$ cat src/rtl/i2c_slv_rx_buffer.sv
// i2c_slv_rx_buffer: show-ahead receive FIFO with START/STOP frame tracking and threshold/end-of-frame interrupts.
module i2c_slv_rx_buffer #(
  parameter int DEPTH = 8,
  parameter int LW    = $clog2(DEPTH) + 1
) (
  input  logic          clk_i,
  input  logic          rst_ni,
  input  logic          byte_valid_i,
  input  logic [7:0]    byte_data_i,
  input  logic          start_i,
  input  logic          stop_i,
  input  logic          rd_en_i,
  output logic [7:0]    rd_data_o,
  output logic [LW-1:0] level_o,
  output logic          empty_o,
  output logic          full_o,
  input  logic          flush_i,
  input  logic [LW-1:0] thresh_i,
  input  logic          irq_en_i,
  input  logic [1:0]    irq_clr_i,
  output logic [1:0]    irq_cause_o,
  output logic          irq_o,
  output logic          ovf_o,
  output logic [7:0]    frame_cnt_o
);
  localparam int AW = $clog2(DEPTH);
  typedef enum logic {IDLE, ACTIVE} state_t;
  logic [7:0]    mem [DEPTH];
  logic [AW-1:0] wr_ptr, rd_ptr;
  logic [LW-1:0] level_q, level_d;
  logic          push, pop, thr_set, eof_set, ovf_q;
  logic [1:0]    cause_q;
  logic [7:0]    cnt_q, cnt_d;
  state_t        state_q, state_d;
  assign pop     = rd_en_i & ~empty_o;
  assign push    = byte_valid_i & (~full_o | pop);
  assign empty_o = level_q == '0;
  assign full_o  = level_q == LW'(DEPTH);
  assign level_d = flush_i ? '0 : level_q + LW'(push) - LW'(pop);
  // only a rising crossing of the threshold raises the cause
  assign thr_set = (thresh_i != '0) & (level_q < thresh_i) & (level_d >= thresh_i);
  assign rd_data_o   = empty_o ? 8'h00 : mem[rd_ptr];
  assign level_o     = level_q;
  assign ovf_o       = ovf_q;
  assign irq_cause_o = cause_q;
  assign irq_o       = irq_en_i & |cause_q;
  assign frame_cnt_o = cnt_q;
  always_ff @(posedge clk_i) begin
    if (push & ~flush_i) mem[wr_ptr] <= byte_data_i;
  end
  always_ff @(posedge clk_i or negedge rst_ni) begin
    if (!rst_ni) begin
      wr_ptr  <= '0;
      rd_ptr  <= '0;
      level_q <= '0;
      ovf_q   <= 1'b0;
    end else if (flush_i) begin
      wr_ptr  <= '0;
      rd_ptr  <= '0;
      level_q <= '0;
      ovf_q   <= 1'b0;
    end else begin
      wr_ptr  <= push ? wr_ptr + AW'(1) : wr_ptr;
      rd_ptr  <= pop ? rd_ptr + AW'(1) : rd_ptr;
      level_q <= level_d;
      ovf_q   <= ovf_q | (byte_valid_i & ~push);
    end
  end
  // STOP takes precedence over a coincident START
  always_comb begin
    state_d = state_q;
    cnt_d   = cnt_q;
    eof_set = 1'b0;
    if (stop_i) begin
      eof_set = (state_q == ACTIVE) & (cnt_q != 8'd0);
      state_d = IDLE;
    end else if (start_i) begin
      eof_set = (state_q == ACTIVE) & (cnt_q != 8'd0);
      state_d = ACTIVE;
      cnt_d   = 8'd0;
    end else if (state_q == ACTIVE && byte_valid_i && cnt_q != 8'hff) begin
      cnt_d = cnt_q + 8'd1;
    end
  end
  always_ff @(posedge clk_i or negedge rst_ni) begin
    if (!rst_ni) begin
      state_q <= IDLE;
      cnt_q   <= 8'd0;
      cause_q <= 2'b00;
    end else begin
      state_q <= state_d;
      cnt_q   <= cnt_d;
      cause_q <= (cause_q & ~irq_clr_i) | {eof_set, thr_set};
    end
  end
endmodule

$ cat config.mk
export PLATFORM = sky130hd
export DESIGN_NAME = i2c_slv_rx_buffer
export DESIGN_NICKNAME = d
export VERILOG_FILES = /design/src/rtl/i2c_slv_rx_buffer.sv
export SDC_FILE = /design/constraint.sdc
export NUM_CORES = 1
export LEC_CHECK = 0
export BUFFER_PORTS_ARGS = -buffer_cell sky130_fd_sc_hd__buf_4
export CORE_ASPECT_RATIO = 0.7
export CORE_UTILIZATION = 35
export CTS_BUF_LIST = sky130_fd_sc_hd__clkbuf_8
export DETAILED_ROUTE_END_ITERATION = 6
export MAX_ROUTING_LAYER = met4
export PLACE_DENSITY_LB_ADDON = 0.08
export SYNTH_ARGS = -nofsm -noshare
export SYNTH_HDL_FRONTEND = slang
export SYNTH_SLANG_ARGS = --single-unit
$ cat constraint.sdc
create_clock -name clk_i -period 3.9 [get_ports clk_i]
set_input_delay 0.975 -clock clk_i [delete_from_list [all_inputs] [get_ports clk_i]]
set_output_delay 0.975 -clock clk_i [all_outputs]
set_load 0.02 [all_outputs]
==> impl_metrics.ini, run 1 <==
[synthesis]
syn-num-nets = 299
syn_area_per_cell_um2 = 15.1
synth_edf_count = 64
synth-adder-area-share_pct = 5.60
async_flop_share_pct = 25.6
synth_xor_area_share_pct = 1.56
post-synth-top-area-cell = edfxtp_1
synth_cell_types = 54
synth_top_area_share_pct = 48.9
yosysWarnings = 0
synth-main-ff-cell = edfxtp_1
synth-simple-area-share_pct = 9.61
syn-instance-count = 260
synth_area_um2 = 3930
synth_top_family_by_area = multiplexers
synth_compound_area_share_pct = 5.50
ys_ff_latch = 86
synthMuxAreaShare_pct = 11.7
seq_area_frac_synth_pct = 62.9
synth_area_leaders = edfxtp_1 (49%), dfrtp_1 (14%), mux4_2 (9.2%)

[setup_path]
critPathKind = reg2reg
critical_path.top_delay_family = adder cells
cp_slowest_stage_delay_ps = 400
path_max_fanout = 11
cp_data_arrival_time_ps = 3500
crit_top_cell = ha_1
critPathSlowestCell = fa_1
required_ps = 4130
end_kind = flop
path_buf_inv = 2
path_cells = inv_1 -> ha_1 -> nor3b_2 -> buf_4 -> nand2b_1 -> or2_2 -> nand2_1 -> ha_1 -> fa_1 -> nor2b_1 -> ha_1 -> a211o_1 -> a21oi_1 -> o22ai_1
startpoint_type = flop

[drt]
wire_per_inst_um = 17.2
drc = 0
drtIter0Drc = 102
wl_mm = 8.14
firstDrtPassIters = 4
via_per_inst = 4.84
antenna_left = 0
vias = 2289

[sta]
fin_crit_sh_pct = 83.8
finalHoldViolations = 0
fmax_ghz = 0.306
setup_violations = 0
setup_ws_ps = 633
relSlewSlack_pct = 51.0
slew_viol_final = 0
fin_setup_tns_ps = 0
timing.hold.ws_ps = 505
fin_skew_ps = 9.39
fin_crit_ps = 3270
rsz0062_at_grt = false
tightestPinTransition_ps = 735

[power_and_ir_drop]
intPower_mw = 1.74
p_seq_share_pct = 42.7
total_leakage_power_nw = 1.80
power_density_nw_per_um2 = 563
peakVddDrop_v = 0.000267
p_comb_share_pct = 37.1
switching_power_uw = 882
finalPower_mw = 2.62
swShare_pct = 33.7
power_frac_clock_pct = 20.1

[cts]
cts_tree = built
htreeDepth = 3
clock_sinks = 86
clk_pin_slew_ps = 80
ctsHoldBuffers = 0
cts_root_buf = clkbuf_8
insertion_delay_ps = 360
post-cts-setup-buffers = 0
ctsResizeCount = 0
numCtsBuffers = 9
cts.path.max_buffers = 2

[floorplan]
start_util_pct = 37.0
dieArea_um2 = 11700
pin_count = 48
die_w_um = 129
dieHeight_um = 90.7
core_um2 = 10600
rows = 31

[grt]
grt_max_degree = 23
antenna_found_initial = 0
grt_pass1_wl_mm = 13.0
grt_pass1_vias = 2304
grt-ovfl-total = 0
track_usage_pct = 15.8

[cells_and_area]
final_nets = 359
n_fill_cell = 996
layoutNonFillerInstCount = 473
antenna_cells = 0
drive_above_1_share_pct = 29.8
syn_to_final_growth_pct = 18.3

[flow_run]
cap_violations = 0

[place]
io_buffers = 47
place_hpwl_mm = 5.65
dp_cells = 457
post-place-ws_ps = 608
gp_congestion = 0.797

[status]
status = complete, no violations

[hold_path]
hp-class = in2async
-- layout by cell type, fill, tap and decap left out, types with 3 or more instances in the layout --
master     n
o21ai_0    3
clkinv_2   4
edfxtp_1  64
nand2b_1   7
mux4_2    16
nand2_1    8
nor2_1    32
nor3_1     3
ha_1      16
xor2_1     5
nor4_1     4
clkbuf_8   9
a21oi_1    3
buf_4     59
inv_1     15
dfrtp_1   22
nand3_1    4
mux2i_1   10
-- per-stage QoR --
step / instance area, um2 / utilization [%]
floorplan: 3930 / -
global placement: 4490 / 42.3
detailed placement: 4490 / 42.3
CTS: 4650 / 43.8
global route: 4650 / 43.8
finish: 4650 / 43.8
-- cells in the mapped netlist (all sizes together), types with 4 or more instances --
cell type / count
nand3: 4
nor2: 32
ha: 16
nand2b: 7
o21ai: 5
mux4: 16
dfrtp: 22
mux2i: 10
xor2: 5
edfxtp: 64
buf: 8
nor4: 4
inv: 13
nand2: 8
-- power by group through the flow --
stage	sequential, mW	clock [mW]	combinational (mW)
after floorplan	1.14	0	0.663
after global placement	1.14	0	0.986
after detailed placement	1.14	0	0.988
after CTS	1.12	0.547	0.993
after global routing	1.13	0.577	1.08
final	1.12	0.527	0.973
-- final cells by class --
type | count | area [um2] | area share (%)
sequential | 86 | 2470 | 53.2
clock inverter | 7 | 36.3 | 0.780
timing repair buffer | 59 | 443 | 9.52
clock buffer | 9 | 124 | 2.66
tap | 148 | 185 | 3.98
inverter | 13 | 48.8 | 1.05
multi-input combinational | 151 | 1340 | 28.8
-- cells by family after synthesis --
kind of cell             Yosys count
flip-flops                        86
adder cells (fa/ha/maj)           17
multiplexers                      26
AND/OR/NAND/NOR                   74
XOR/XNOR                           7
buffers and inverters             23
AO/OA/AOI/OAI                     27
-- registers in the layout (all words and copies together), names as in the netlist --
register	cells
irq_cause_o	2
ovf_o	1
level_o	4
mem	64
frame_cnt_o	8
rd_ptr	3
state_q	1
wr_ptr	3
-- final timing paths --
check | start | end | slack, ps | cells after the start
min in group clk_i | ovf_o$_DFF_PN0_ | ovf_o$_DFF_PN0_ | 520 | 2
min reg2reg | ovf_o$_DFF_PN0_ | ovf_o$_DFF_PN0_ | 520 | 2
max | level_o[2]$_DFF_PN0_ | irq_cause_o[0]$_DFF_PN0_ | 630 | 14
max reg2reg | level_o[2]$_DFF_PN0_ | irq_cause_o[0]$_DFF_PN0_ | 630 | 14
max in group asynchronous | rst_ni | rd_ptr[1]$_DFFE_PN0P_ | 3150 | 1
min | rst_ni | frame_cnt_o[3]$_DFFE_PN0P_ | 500 | 1
-- metal layers --
layer / wire [um] / GRT usage (%)
met5: 0 / -
met4: 91 / 5.39
met3: 305 / 4.32
met2: 3460 / 22.2
met1: 4280 / 22.0
Power figures use the tool's default switching activity.
==> inputs of run 2 (changes only) <==
==> constraint.sdc (replaced) <==
create_clock -name clk_i -period 3 [get_ports clk_i]
set_input_delay 0.75 -clock clk_i [delete_from_list [all_inputs] [get_ports clk_i]]
set_output_delay 0.75 -clock clk_i [all_outputs]
set_load 0.02 [all_outputs]
==> impl_metrics.ini, run 2 (synthesis gave the netlist of run 1 again) <==
[status]
status = complete, no violations

[floorplan]
dieHeight_um = 90.7
rows = 31
start_util_pct = 37.0
pin_count = 48
core_um2 = 10600
dieArea_um2 = 11700
die_w_um = 129

[drt]
vias = 2320
wire_per_inst_um = 16.8
drtIter0Drc = 98
drc = 0
wl_mm = 8.09
firstDrtPassIters = 4
via_per_inst = 4.82
antenna_left = 0

[flow_run]
cap_violations = 0

[cts]
clk_pin_slew_ps = 80
cts_root_buf = clkbuf_8
clock_sinks = 86
numCtsBuffers = 9
insertion_delay_ps = 350
cts_tree = built
ctsHoldBuffers = 0
htreeDepth = 3
cts.path.max_buffers = 2

[power_and_ir_drop]
p_seq_share_pct = 37.3
p_comb_share_pct = 38.0
intPower_mw = 2.63
peakVddDrop_v = 0.000311
total_leakage_power_nw = 1.88
swShare_pct = 31.6
power_density_nw_per_um2 = 792
switching_power_mw = 1.21
power_frac_clock_pct = 24.7

[sta]
fmax_ghz = 0.346
fin_crit_sh_pct = 96.4
tightestPinTransition_ps = 587
relSlewSlack_pct = 60.9
slew_viol_final = 0
fin_crit_ps = 2890
fin_skew_ps = 7.75
finalHoldViolations = 0
setup_violations = 0
timing.hold.ws_ps = 278

[setup_path]
end_kind = flop
critPathLaunch = level_o[2]$_DFF_PN0_
startpoint_type = flop
cp_data_arrival_time_ps = 3120
path_cells = inv_4 -> ha_4 -> nor3b_4 -> nand2b_4 -> or2_4 -> nand2_1 -> ha_2 -> fa_2 -> nor2b_4 -> ha_1 -> a211o_1 -> a21oi_2 -> o22ai_2
path_max_fanout = 3
critPathKind = reg2reg
critical_path.top_delay_family = adder cells
path_buf_inv = 1
r2r-start = level_o[2]$_DFF_PN0_
critPathSlowestCell = fa_2
cp_slowest_stage_delay_ps = 520
required_ps = 3220

[grt]
grt_pass1_wl_mm = 13.1
grt_pass1_vias = 2360
grt-ovfl-total = 0
antenna_found_initial = 0
grt_max_degree = 23
track_usage_pct = 15.8

[cells_and_area]
drive_above_1_share_pct = 35.7
final_nets = 367
final_common_cell = buf_4
postLayoutCellArea_um2 = 4860
top_register = mem
layoutNonFillerInstCount = 481
antenna_cells = 0
largest_reg_flops = 64
syn_to_final_growth_pct = 23.5
layout_common_cells = buf_4 (67), edfxtp_1 (64), nor2_1 (32), dfrtp_1 (21), mux4_2 (16)

[place]
dp_cells = 462
place_hpwl_mm = 5.54
gp_congestion = 0.740
placed_cell_area_um2 = 4530
io_buffers = 47

[hold_path]
hp-class = in2async
[run 2: changes by cell type in the layout (fill, tap and decap cells not counted), sizes merged]
cell    delta
buf        +8
bufinv     +3
clkinv     -1
inv        -2
[run 2: cell type report]
| type | instances | area, um2 |
|---|---|---|
| clock inverters | 7 | 113 |
| fillers | 980 | 5770 |
| clock buffers | 9 | 124 |
| flip-flops and latches | 86 | 2470 |
| multi-input cells | 151 | 1410 |
| inverters | 13 | 51.3 |
| well taps | 148 | 185 |
| repair buffers | 67 | 503 |
[run 2: timing repair]
item	CTS	global route
hold endpoints to repair	0	0
endpoints found under the setup margin	1	1
gates resized for setup	1	16
buffers inserted	0	3
pin swaps	0	4
[run 2: through the flow]
stage / TNS (ps) / worst slack [ps] / util (%) / power (mW)
after floorplan: 0 / 19.9 / - / 2.34
after global placement: 0 / 74.9 / 42.6 / 2.80
after detailed placement: 0 / 28.6 / 42.6 / 2.81
after CTS: 0 / 34.1 / 44.9 / 3.78
after global routing: -36.9 / -36.9 / 45.7 / 4.09
final: 0 / 107 / 45.7 / 3.85
[run 2: power groups by stage]
| stage | logic, mW | clock network (mW) | registers [mW] |
|---|---|---|---|
| 3_5_place_dp | 1.35 | 0 | 1.46 |
| 5_1_grt | 1.61 | 1.03 | 1.45 |
| 6_report | 1.46 | 0.951 | 1.44 |
| 2_1_floorplan | 0.862 | 0 | 1.48 |
| 4_1_cts | 1.36 | 0.983 | 1.43 |
| 3_3_place_gp | 1.35 | 0 | 1.45 |
[run 2: per-layer routing]
metal  vias up  part of all wire (%)  GRT usage, %
li1       1117                     -             -
met1      1161                    53          23.6
met2        35                    43          20.7
met3         7                   3.4          4.44
met4         0                   1.2          4.41
met5         -                     0             -
[run 2: final timing paths]
| check | end | slack (ps) | depth (start not counted) |
|---|---|---|---|
| min in group clk_i | ovf_o$_DFF_PN0_ | 520 | 2 |
| worst min register to register | ovf_o$_DFF_PN0_ | 520 | 2 |
| worst min-delay path | frame_cnt_o[2]$_DFFE_PN0P_ | 280 | 1 |
| worst max register to register | irq_cause_o[0]$_DFF_PN0_ | 110 | 13 |
| worst max-delay path | irq_cause_o[0]$_DFF_PN0_ | 110 | 13 |
| max in group asynchronous | level_o[2]$_DFF_PN0_ | 2460 | 1 |
